### src/rtl/clkdiv_pkg.sv
// ----------------------------------------------------------------------------
// clkdiv_pkg
//   Shared types and constants for the programmable clock divider.
//   - CLKDIV_W        default counter / config field width
//   - IR_38K_*        period-1 and high-time for a 38 kHz carrier at 50 MHz
//   - clkdiv_cfg_t    packed {period, high} configuration word
//   - clkdiv_state_t  divider run state
// ----------------------------------------------------------------------------
package clkdiv_pkg;

  localparam int CLKDIV_W      = 16;
  localparam int IR_38K_PERIOD = 1315;
  localparam int IR_38K_HIGH   = 658;

  typedef struct packed {
    logic [CLKDIV_W-1:0] period;
    logic [CLKDIV_W-1:0] high;
  } clkdiv_cfg_t;

  typedef enum logic {
    IDLE = 1'b0,
    RUN  = 1'b1
  } clkdiv_state_t;

endpackage

### src/rtl/clkdiv_cfg_shadow.sv
// ----------------------------------------------------------------------------
// clkdiv_cfg_shadow
//   Holds a configuration accepted while the divider is running until the
//   parent decides it may be applied.
//   Ports:
//     clk, reset            clock, asynchronous active-high reset
//     capture               store period_in/high_in and raise pending
//     load                  parent is consuming the shadow this edge
//     period_in, high_in    configuration offered by the parent
//     pending               a captured config is waiting to be applied
//     cfg_ready             !pending, registered
//     sh_period, sh_high    captured configuration
// ----------------------------------------------------------------------------
module clkdiv_cfg_shadow #(
  parameter int WIDTH = 16
) (
  input  logic             clk,
  input  logic             reset,
  input  logic             capture,
  input  logic             load,
  input  logic [WIDTH-1:0] period_in,
  input  logic [WIDTH-1:0] high_in,
  output logic             pending,
  output logic             cfg_ready,
  output logic [WIDTH-1:0] sh_period,
  output logic [WIDTH-1:0] sh_high
);

  logic             pending_q, pending_d;
  logic [WIDTH-1:0] period_q, period_d;
  logic [WIDTH-1:0] high_q, high_d;

  // capture is only possible while nothing is pending (cfg_ready gates it),
  // so a capture on the same edge as a load strobe starts a fresh shadow
  // that waits for the next load.
  always_comb begin
    pending_d = pending_q;
    period_d  = period_q;
    high_d    = high_q;
    if (capture) begin
      pending_d = 1'b1;
      period_d  = period_in;
      high_d    = high_in;
    end else if (load) begin
      pending_d = 1'b0;
    end
  end

  always_ff @(posedge clk or posedge reset) begin
    if (reset) begin
      pending_q <= 1'b0;
      period_q  <= '0;
      high_q    <= '0;
    end else begin
      pending_q <= pending_d;
      period_q  <= period_d;
      high_q    <= high_d;
    end
  end

  assign pending   = pending_q;
  assign cfg_ready = !pending_q;
  assign sh_period = period_q;
  assign sh_high   = high_q;

endmodule

### src/rtl/prog_clock_divider.sv
// ----------------------------------------------------------------------------
// prog_clock_divider
//   Runtime-programmable clock divider / IR carrier generator. Period and
//   high-time changes made while running are held in a shadow and applied on
//   a period boundary, so the output never glitches.
//   Ports:
//     clk, reset              clock, asynchronous active-high reset
//     en                      run enable
//     cfg_period, cfg_high    new period-1 and high-time
//     cfg_valid / cfg_ready   configuration handshake
//     clk_div                 registered divided waveform
//     tick                    registered pulse on the last cycle of a period
//   Optional (macro PROG_CLKDIV_MOD_EN):
//     mod_in                  modulation data, sampled on period wrap
//     carrier_out             clk_div gated by whole carrier periods
// ----------------------------------------------------------------------------
module prog_clock_divider
  import clkdiv_pkg::*;
#(
  parameter int WIDTH      = CLKDIV_W,
  parameter int DEF_PERIOD = IR_38K_PERIOD,
  parameter int DEF_HIGH   = IR_38K_HIGH
) (
  input  logic             clk,
  input  logic             reset,
  input  logic             en,
  input  logic [WIDTH-1:0] cfg_period,
  input  logic [WIDTH-1:0] cfg_high,
  input  logic             cfg_valid,
  output logic             cfg_ready,
  output logic             clk_div,
  output logic             tick
`ifdef PROG_CLKDIV_MOD_EN
  ,
  input  logic             mod_in,
  output logic             carrier_out
`endif
);

  clkdiv_state_t    state_q, state_d;
  logic [WIDTH-1:0] cnt_q, cnt_d;
  logic [WIDTH-1:0] p_q, p_d;
  logic [WIDTH-1:0] h_q, h_d;
  logic             clk_div_q, clk_div_d;
  logic             tick_q, tick_d;

  logic             accept;
  logic             wrap;
  logic             sh_capture;
  logic             sh_load;
  logic             sh_pending;
  logic [WIDTH-1:0] sh_period;
  logic [WIDTH-1:0] sh_high;

  assign accept     = cfg_valid && cfg_ready;
  assign wrap       = (state_q == RUN) && (cnt_q == p_q);
  assign sh_capture = accept && (state_q == RUN);
  // In RUN the shadow drains on a wrap or on the edge leaving RUN. In IDLE
  // it drains on any edge: that only matters when a config was captured on
  // the very edge that left RUN, which would otherwise sit pending forever.
  assign sh_load    = (state_q == RUN) ? (wrap || !en) : 1'b1;

  clkdiv_cfg_shadow #(
    .WIDTH (WIDTH)
  ) u_shadow (
    .clk       (clk),
    .reset     (reset),
    .capture   (sh_capture),
    .load      (sh_load),
    .period_in (cfg_period),
    .high_in   (cfg_high),
    .pending   (sh_pending),
    .cfg_ready (cfg_ready),
    .sh_period (sh_period),
    .sh_high   (sh_high)
  );

  always_comb begin
    state_d = state_q;
    cnt_d   = cnt_q;
    p_d     = p_q;
    h_d     = h_q;

    // A pending shadow and a direct IDLE accept are mutually exclusive
    // because cfg_ready is low whenever something is pending.
    if (sh_pending && sh_load) begin
      p_d = sh_period;
      h_d = sh_high;
    end else if (accept && (state_q == IDLE)) begin
      p_d = cfg_period;
      h_d = cfg_high;
    end

    case (state_q)
      IDLE: begin
        cnt_d = '0;
        if (en) state_d = RUN;
      end
      RUN: begin
        if (!en) begin
          state_d = IDLE;
          cnt_d   = '0;
        end else begin
          cnt_d = wrap ? '0 : cnt_q + WIDTH'(1);
        end
      end
    endcase

    // Outputs describe the count loaded by this edge, judged against the
    // configuration that is in force after the edge.
    clk_div_d = (state_d == RUN) && (cnt_d < h_d);
    tick_d    = (state_d == RUN) && (cnt_d == p_d);
  end

  always_ff @(posedge clk or posedge reset) begin
    if (reset) begin
      state_q   <= IDLE;
      cnt_q     <= '0;
      p_q       <= WIDTH'(DEF_PERIOD);
      h_q       <= WIDTH'(DEF_HIGH);
      clk_div_q <= 1'b0;
      tick_q    <= 1'b0;
    end else begin
      state_q   <= state_d;
      cnt_q     <= cnt_d;
      p_q       <= p_d;
      h_q       <= h_d;
      clk_div_q <= clk_div_d;
      tick_q    <= tick_d;
    end
  end

  assign clk_div = clk_div_q;
  assign tick    = tick_q;

`ifdef PROG_CLKDIV_MOD_EN
  logic gate_q, gate_d;

  // Sampling only on wraps keeps each burst to whole carrier periods.
  always_comb begin
    gate_d = gate_q;
    if (state_d == IDLE) gate_d = 1'b0;
    else if (wrap)       gate_d = mod_in;
  end

  always_ff @(posedge clk or posedge reset) begin
    if (reset) gate_q <= 1'b0;
    else       gate_q <= gate_d;
  end

  assign carrier_out = clk_div_q & gate_q;
`endif

endmodule

### config.mk
export PLATFORM = sky130hd
export DESIGN_NAME = prog_clock_divider
export DESIGN_NICKNAME = d
export VERILOG_FILES = /design/src/rtl/clkdiv_pkg.sv /design/src/rtl/clkdiv_cfg_shadow.sv /design/src/rtl/prog_clock_divider.sv
export SDC_FILE = /design/constraint.sdc
export NUM_CORES = 1
export LEC_CHECK = 0
export ABC_CLOCK_PERIOD_IN_PS = 3900
export BUFFER_PORTS_ARGS = -buffer_cell sky130_fd_sc_hd__buf_2
export CAP_MARGIN = 20
export CELL_PAD_IN_SITES_DETAIL_PLACEMENT = 1
export CELL_PAD_IN_SITES_GLOBAL_PLACEMENT = 1
export CORE_MARGIN = 1
export CORE_UTILIZATION = 40
export CTS_CLUSTER_SIZE = 20
export DETAILED_ROUTE_END_ITERATION = 8
export GPL_TIMING_DRIVEN = 0
export PLACE_DENSITY = 0.72
export SYNTH_ARGS = -nofsm -noshare
export SYNTH_HDL_FRONTEND = slang
export SYNTH_SLANG_ARGS = --single-unit
### constraint.sdc
create_clock -name clk -period 3.9 [get_ports clk]
set_input_delay 0.195 -clock clk [delete_from_list [all_inputs] [get_ports clk]]
set_output_delay 0.195 -clock clk [all_outputs]
set_load 0.05 [all_outputs]
### After elaboration in Yosys (flattened, before gate mapping)

Cells that the tools add are included.

| storage, ports and cells | value |
|---|---|
| register bits | 84 |
| bits of input ports | 36 |
| output and inout bits | 3 |
| logic and storage cells | 36 |

| operators by class | value |
|---|---|
| $add $sub $neg | 1 |
| magnitude comparators | 1 |
| equal/unequal tests | 2 |
| mux-type cells | 11 |
| bitwise gates (word level) | 1 |
| reduce and logical (&&, ||, !) cells | 11 |

Operators by type and width:

| operator | number |
|---|---|
| 16-bit 2-to-1 mux | 6 |
| 16-bit == test | 2 |
| 16-bit case mux with 2 select lines | 1 |
| 16-bit by 1-bit adder with 16-bit output, second input constant | 1 |
| 16-bit less-than comparator | 1 |
| 1-bit logical AND | 7 |
| 1-bit 2-to-1 mux | 4 |
| 1-bit zero test | 2 |
| 2-bit nonzero test | 1 |
| 1-bit logical OR | 1 |
| 1-bit NOT | 1 |

### Logic depth before layout (Yosys ltp)

| depth | value |
|---|---|
| depth in word-level cells | 8 |
| depth in mapped cells | 16 |
| depth with buffers taken out | 14 |

### Modules after synthesis

A second synthesis with hierarchy kept.

| unflattened totals | value |
|---|---|
| cell total of the unflattened synthesis | 411 |
| area total of the unflattened synthesis | 4601.9 µm² |

By module, submodules not included:

| module | times used | cells each | area each (µm²) | sequential area each (µm²) |
|---|---|---|---|---|
| prog_clock_divider | 1 | 339 | 3220.6 | 1287.5 |
| clkdiv_cfg_shadow | 1 | 72 | 1381.3 | 825.8 |

### Worst setup path after synthesis

OpenSTA, ideal clock, no wires.

| path | value |
|---|---|
| path type | reg2reg |
| from | register u_shadow.pending_q, in the netlist u_shadow.pending |
| to | register clk_div_q, in the netlist clk_div |
| library setup time | 88 ps |
| data arrival time | 2956 ps |
| path slack | 856 ps |
| cell stages (with the launch flop) | 15 |
| buffers on the path | 3 |
| cell sequence | dfrtp_1 -> nor3b_1 -> buf_2 -> buf_2 -> buf_2 -> mux2i_1 -> nand2_1 -> o21ai_0 -> ha_1 -> and4_1 -> a21oi_1 -> a21boi_0 -> a2111oi_0 -> nand2_1 -> a41oi_1 |

| on the way | value |
|---|---|
| cells in the longest elaborated chain, start to end | 7 |
| elaborated cells between the ends (all ways) | 8 |
| classes of those cells | order compare (1); mux (2); reduce/logical (5) |

RTL lines:

| item | line | text |
|---|---|---|
| start, declared | clkdiv_cfg_shadow.sv:29 | `logic pending_q, pending_d;` |
| start signal, assigned | clkdiv_cfg_shadow.sv:55 | `pending_q <= pending_d;` |
| 1-bit zero test | clkdiv_cfg_shadow.sv:62 | `assign cfg_ready = !pending_q;` |
| 1-bit logical AND | prog_clock_divider.sv:55 | `assign accept = cfg_valid && cfg_ready;` |
| 1-bit logical AND | prog_clock_divider.sv:89 | `end else if (accept && (state_q == IDLE)) begin` |
| 16-bit 2-to-1 mux | prog_clock_divider.sv:89 |  |
| 16-bit 2-to-1 mux (*) | prog_clock_divider.sv:86 | `if (sh_pending && sh_load) begin` |
| 16-bit less-than comparator (*) | prog_clock_divider.sv:111 | `clk_div_d = (state_d == RUN) && (cnt_d < h_d);` |
| 1-bit logical AND (*) | prog_clock_divider.sv:111 |  |
| named net clk_div_d | prog_clock_divider.sv:44 | `logic clk_div_q, clk_div_d;` |
| end signal, assigned | prog_clock_divider.sv:128 | `clk_div_q <= clk_div_d;` |
| end, declared | prog_clock_divider.sv:44 |  |

Mark *: on every way through the listed nets, which the timed path passes. The rest lies on a longest branch.
A chain may end at the register's enable or synchronous reset.

### Worst setup path after layout

Ends and elaborated chain as after synthesis.

==> results <==
- STA puts the critical path data required time at 4140 ps.
- Power spread over the standard cell area amounts to 487 mW/mm^2.
- The netlist uses 49 different library cells.
- TritonCTS built the clock tree.
- The detailed router finished its first iteration with 117 violations.
- The Yosys step of the flow raised 0 warnings.
- Among all flip-flop cells after synthesis, the most frequent one is sky130_fd_sc_hd__dfrtp_1.
- The share of the synthesized area in the top cell type is 0.415.
- Synthesis handed over a netlist of 426 instances.
- By count the netlist is led by sky130_fd_sc_hd__dfrtp_1 (75), sky130_fd_sc_hd__mux2_2 (34), sky130_fd_sc_hd__nor2_1 (34).
- The maximum single-stage delay on the critical path is 480 ps.
- The number of antenna violations at the first check in global routing was 0.
- The cell family contributing the most delay on the critical path is compound AO/OA/AOI/OAI gates.
- The HPWL after detailed placement is 9.01 mm.
- The data arrival time of the critical path is 3850 ps.
- The routed layout has 3400 vias.
- Excluding fillers, the count of instances in the completed layout stands at 620.
- The aggregate global-route resource usage is 0.226.
- The number of clock buffers inserted by TritonCTS is 9.
- Once the clock tree was built, the setup fixing pass inserted 0 buffers.
- The share of final-layout standard cells stronger than drive strength 1 is 0.240.
- The synthesis-stage register bit count is 84.
- In this run the tool buffered the top-level ports with 38 buffer cells.
- Counting flops with an async set or reset pin after synthesis yields a share of 1.00.
- In this run the standard cell core region covers 0.0109 sq mm.
- The largest fanout of any net on the critical path is 10.
- The diode insertion count for antenna repair is 0.
- The critical path endpoint category is a flop.
- The share of the Yosys chip area taken by registers is 0.467.
- Setup violations remaining at the end of the flow were counted as 0.
- The final count of pins violating max slew was 0.
- The number of detailed-routing iterations run before antenna repair is 4.
- After clock tree synthesis, the clock-pin slew on the worst setup and hold paths is 60 ps.
- The signal on the critical path passes through nor3b_1 -> buf_4 -> clkbuf_4 -> clkbuf_4 -> mux2i_1 -> nand2_1 -> o21ai_1 -> ha_1 -> and4_1 -> a21oi_1 -> a21boi_0 -> a2111oi_1 -> nand2_1 -> a41oi_1.
- The net count of the finished layout is 527.
- On the final layout, the worst clock skew is 5.82 ps.
- Counting every net in the synthesized netlist gives 478.
- In this run the tightest slew margin relative to its limit is 0.446.
- The area growth from synthesis to layout is 16.0%.
- The final weighted congestion of routability-driven global placement is 0.827.
- Setup repair after global routing left no endpoint under its margin.
- The highest ir drop seen on vdd is 0.348 mV.
- The cell count after placement is 605.
- In this run the horizontal extent of the chip is 108 microns.
- The total count of hold-check failures in the final report was 0.
- The row count is 38.
- The CTS root buffer is sky130_fd_sc_hd__clkbuf_16.
- The startpoint type of the worst setup path is a flop.
- Counting both buffers and inverters, the worst setup path holds a total of 3.
- The count of fill cells added during filler insertion is 1229.
- The tree built by TritonCTS fans out to 84 sinks.
- The post-synthesis cell area is 0.00452 sq mm.
- The number of enable-type register cells in the synthesized netlist is 0.
- Hold is met by 9.62 ps.
- The depth of the CTS H-tree is 3.
- At the pin with the least slew margin, the transition time is 832 ps.
- The clock reaches the later pin of the worst-skew pair after 350 ps.
- The aggregate routed wire length is 12.0 mm.
- Entering global routing, the biggest net connects 66 pins.
- For this configuration, the core starts out at a cell density of 0.414.
- The flow ran to the end, and the final reports show no timing, DRC or antenna violations.
- The die covers 0.0117 sq mm.
- The worst path needs 3610 ps of the cycle, external delays included.
- Yosys attributes the largest share of cell area to sky130_fd_sc_hd__dfrtp_1 (41%), sky130_fd_sc_hd__mux2_2 (8.5%), sky130_fd_sc_hd__mux2i_1 (7.3%), sky130_fd_sc_hd__xnor2_1 (6.2%), sky130_fd_sc_hd__dfstp_2 (5.2%).
- The synthesized design spends more area on one cell type than any other, namely sky130_fd_sc_hd__dfrtp_1.
- The mean instance size in the synthesized netlist is 10.6 sq um.
- After detailed routing, the number of vias per cell comes to 5.48.
- Static timing analysis puts the maximum clock frequency at 277 MHz.
- The worst hold path class is in2reg.
- The first global-routing pass estimated 19.7 mm of wire.
- The final antenna-violating net count is 0.
- By instance count, the leading cell after synthesis is sky130_fd_sc_hd__dfrtp_1.
- The count of unresolved DRC violations after routing is 0.
- Max-cap violations in this run came to 0.
- In this run the vertical extent of the chip is 108 microns.
- The number of global-route vias before repair was 3701.
- In the finished design, the share of the clock period the worst path needs comes to 0.925.
- The total overflow left after global routing is 0.
- The worst setup path is of the reg2reg kind.
- The clock passes through at most 2 buffers.
- The leakage power summed over all cells is 0.00227 uW.
- After detailed routing, the average wire length per cell comes to 19.3 microns.
- Among all stages on the critical path, the largest delay is contributed by sky130_fd_sc_hd__dfrtp_1.
- The number of placed I/O pins is 39.
layout by cell type, fill, tap and decap left out, drive strengths merged, types with 3 or more instances in the layout:
cell,count
dfrtp,75
buf,44
mux2,34
nor2,34
mux2i,33
xnor2,32
nand2,27
o21ai,26
inv,23
a21oi,22
clkbuf,21
ha,16
nand3,11
nand4,10
dfstp,9
nor4,9
nor3,8
xor2,8
and2,3
and3,3
through the flow:
step	setup slack (ps)	utilization	TNS [ps]	cell area, sq um	power [uW]
final	292	0.480	0	5250	2550
after global routing	33.6	0.480	0	5250	2690
after CTS	10.2	0.479	0	5240	2580
after detailed placement	-81.2	0.450	-81.2	4920	1700
after global placement	-39.8	0.447	-39.8	4890	1660
after floorplan	856	-	0	4520	1510
timing repair:
| action | CTS | global route |
|---|---|---|
| endpoints found under the setup margin | 1 | 1 |
| gates resized for setup | 5 | 10 |
| hold buffers | 1 | 0 |
| pin swaps | 0 | 1 |
| hold endpoints to repair | 16 | 0 |
layout make-up:
cell class / instances / area (sq um) / area share
Tap cell: 140 / 175 / 0.0334
Buffer: 16 / 100 / 0.0191
Multi-Input combinational cell: 303 / 2250 / 0.429
Inverter: 21 / 81.3 / 0.0155
Clock buffer: 10 / 229 / 0.0436
Timing Repair Buffer: 40 / 228 / 0.0434
Sequential cell: 84 / 2110 / 0.403
Clock inverter: 6 / 71.3 / 0.0136
per-layer routing:
layer | wire length [microns] | global-route usage | vias to the layer above | share of wire
met5 | 0 | 0 | - | 0
met4 | 191 | 0.0763 | 0 | 0.016
met3 | 520 | 0.0452 | 18 | 0.043
met2 | 5810 | 0.378 | 68 | 0.49
met1 | 5450 | 0.291 | 1713 | 0.46
li1 | - | - | 1601 | -
power breakdown:
group,internal [uW],switching [uW]
Combinational,239,292
Clock,502,367
Sequential,1040,113
Total,1780,771
state kept, by name, indices dropped and copies added (netlist names):
register / count
clk_div: 1
cnt_q: 16
h_q: 16
p_q: 16
state_q: 1
tick: 1
u_shadow.pending: 1
u_shadow.sh_high: 16
u_shadow.sh_period: 16
path summary, 6_finish.rpt:
kind | slack, ps | to | cells past startpoint | startpoint
max in group asynchronous | 2910 | p_q[10]$_DFF_PP1_ | 4 | reset
max reg2reg | 290 | clk_div$_DFF_PP0_ | 14 | u_shadow.pending$_DFFE_PP0P_
min in group asynchronous | 340 | u_shadow.sh_high[6]$_DFFE_PP0P_ | 3 | reset
min | 10 | state_q$_DFF_PP0_ | 1 | en
max | 290 | clk_div$_DFF_PP0_ | 14 | u_shadow.pending$_DFFE_PP0P_
min reg2reg | 500 | u_shadow.sh_high[3]$_DFFE_PP0P_ | 1 | u_shadow.sh_high[3]$_DFFE_PP0P_
cells by family after synthesis:
logic type / after synthesis / synth area share
compound gates: 66 / 0.0863
simple gates: 114 / 0.128
buf+inv: 39 / 0.0390
mux: 67 / 0.158
xor+xnor: 40 / 0.0774
fa+ha+maj: 16 / 0.0442
flops: 84 / 0.467
No activity file was read; power rests on OpenSTA's default activity.
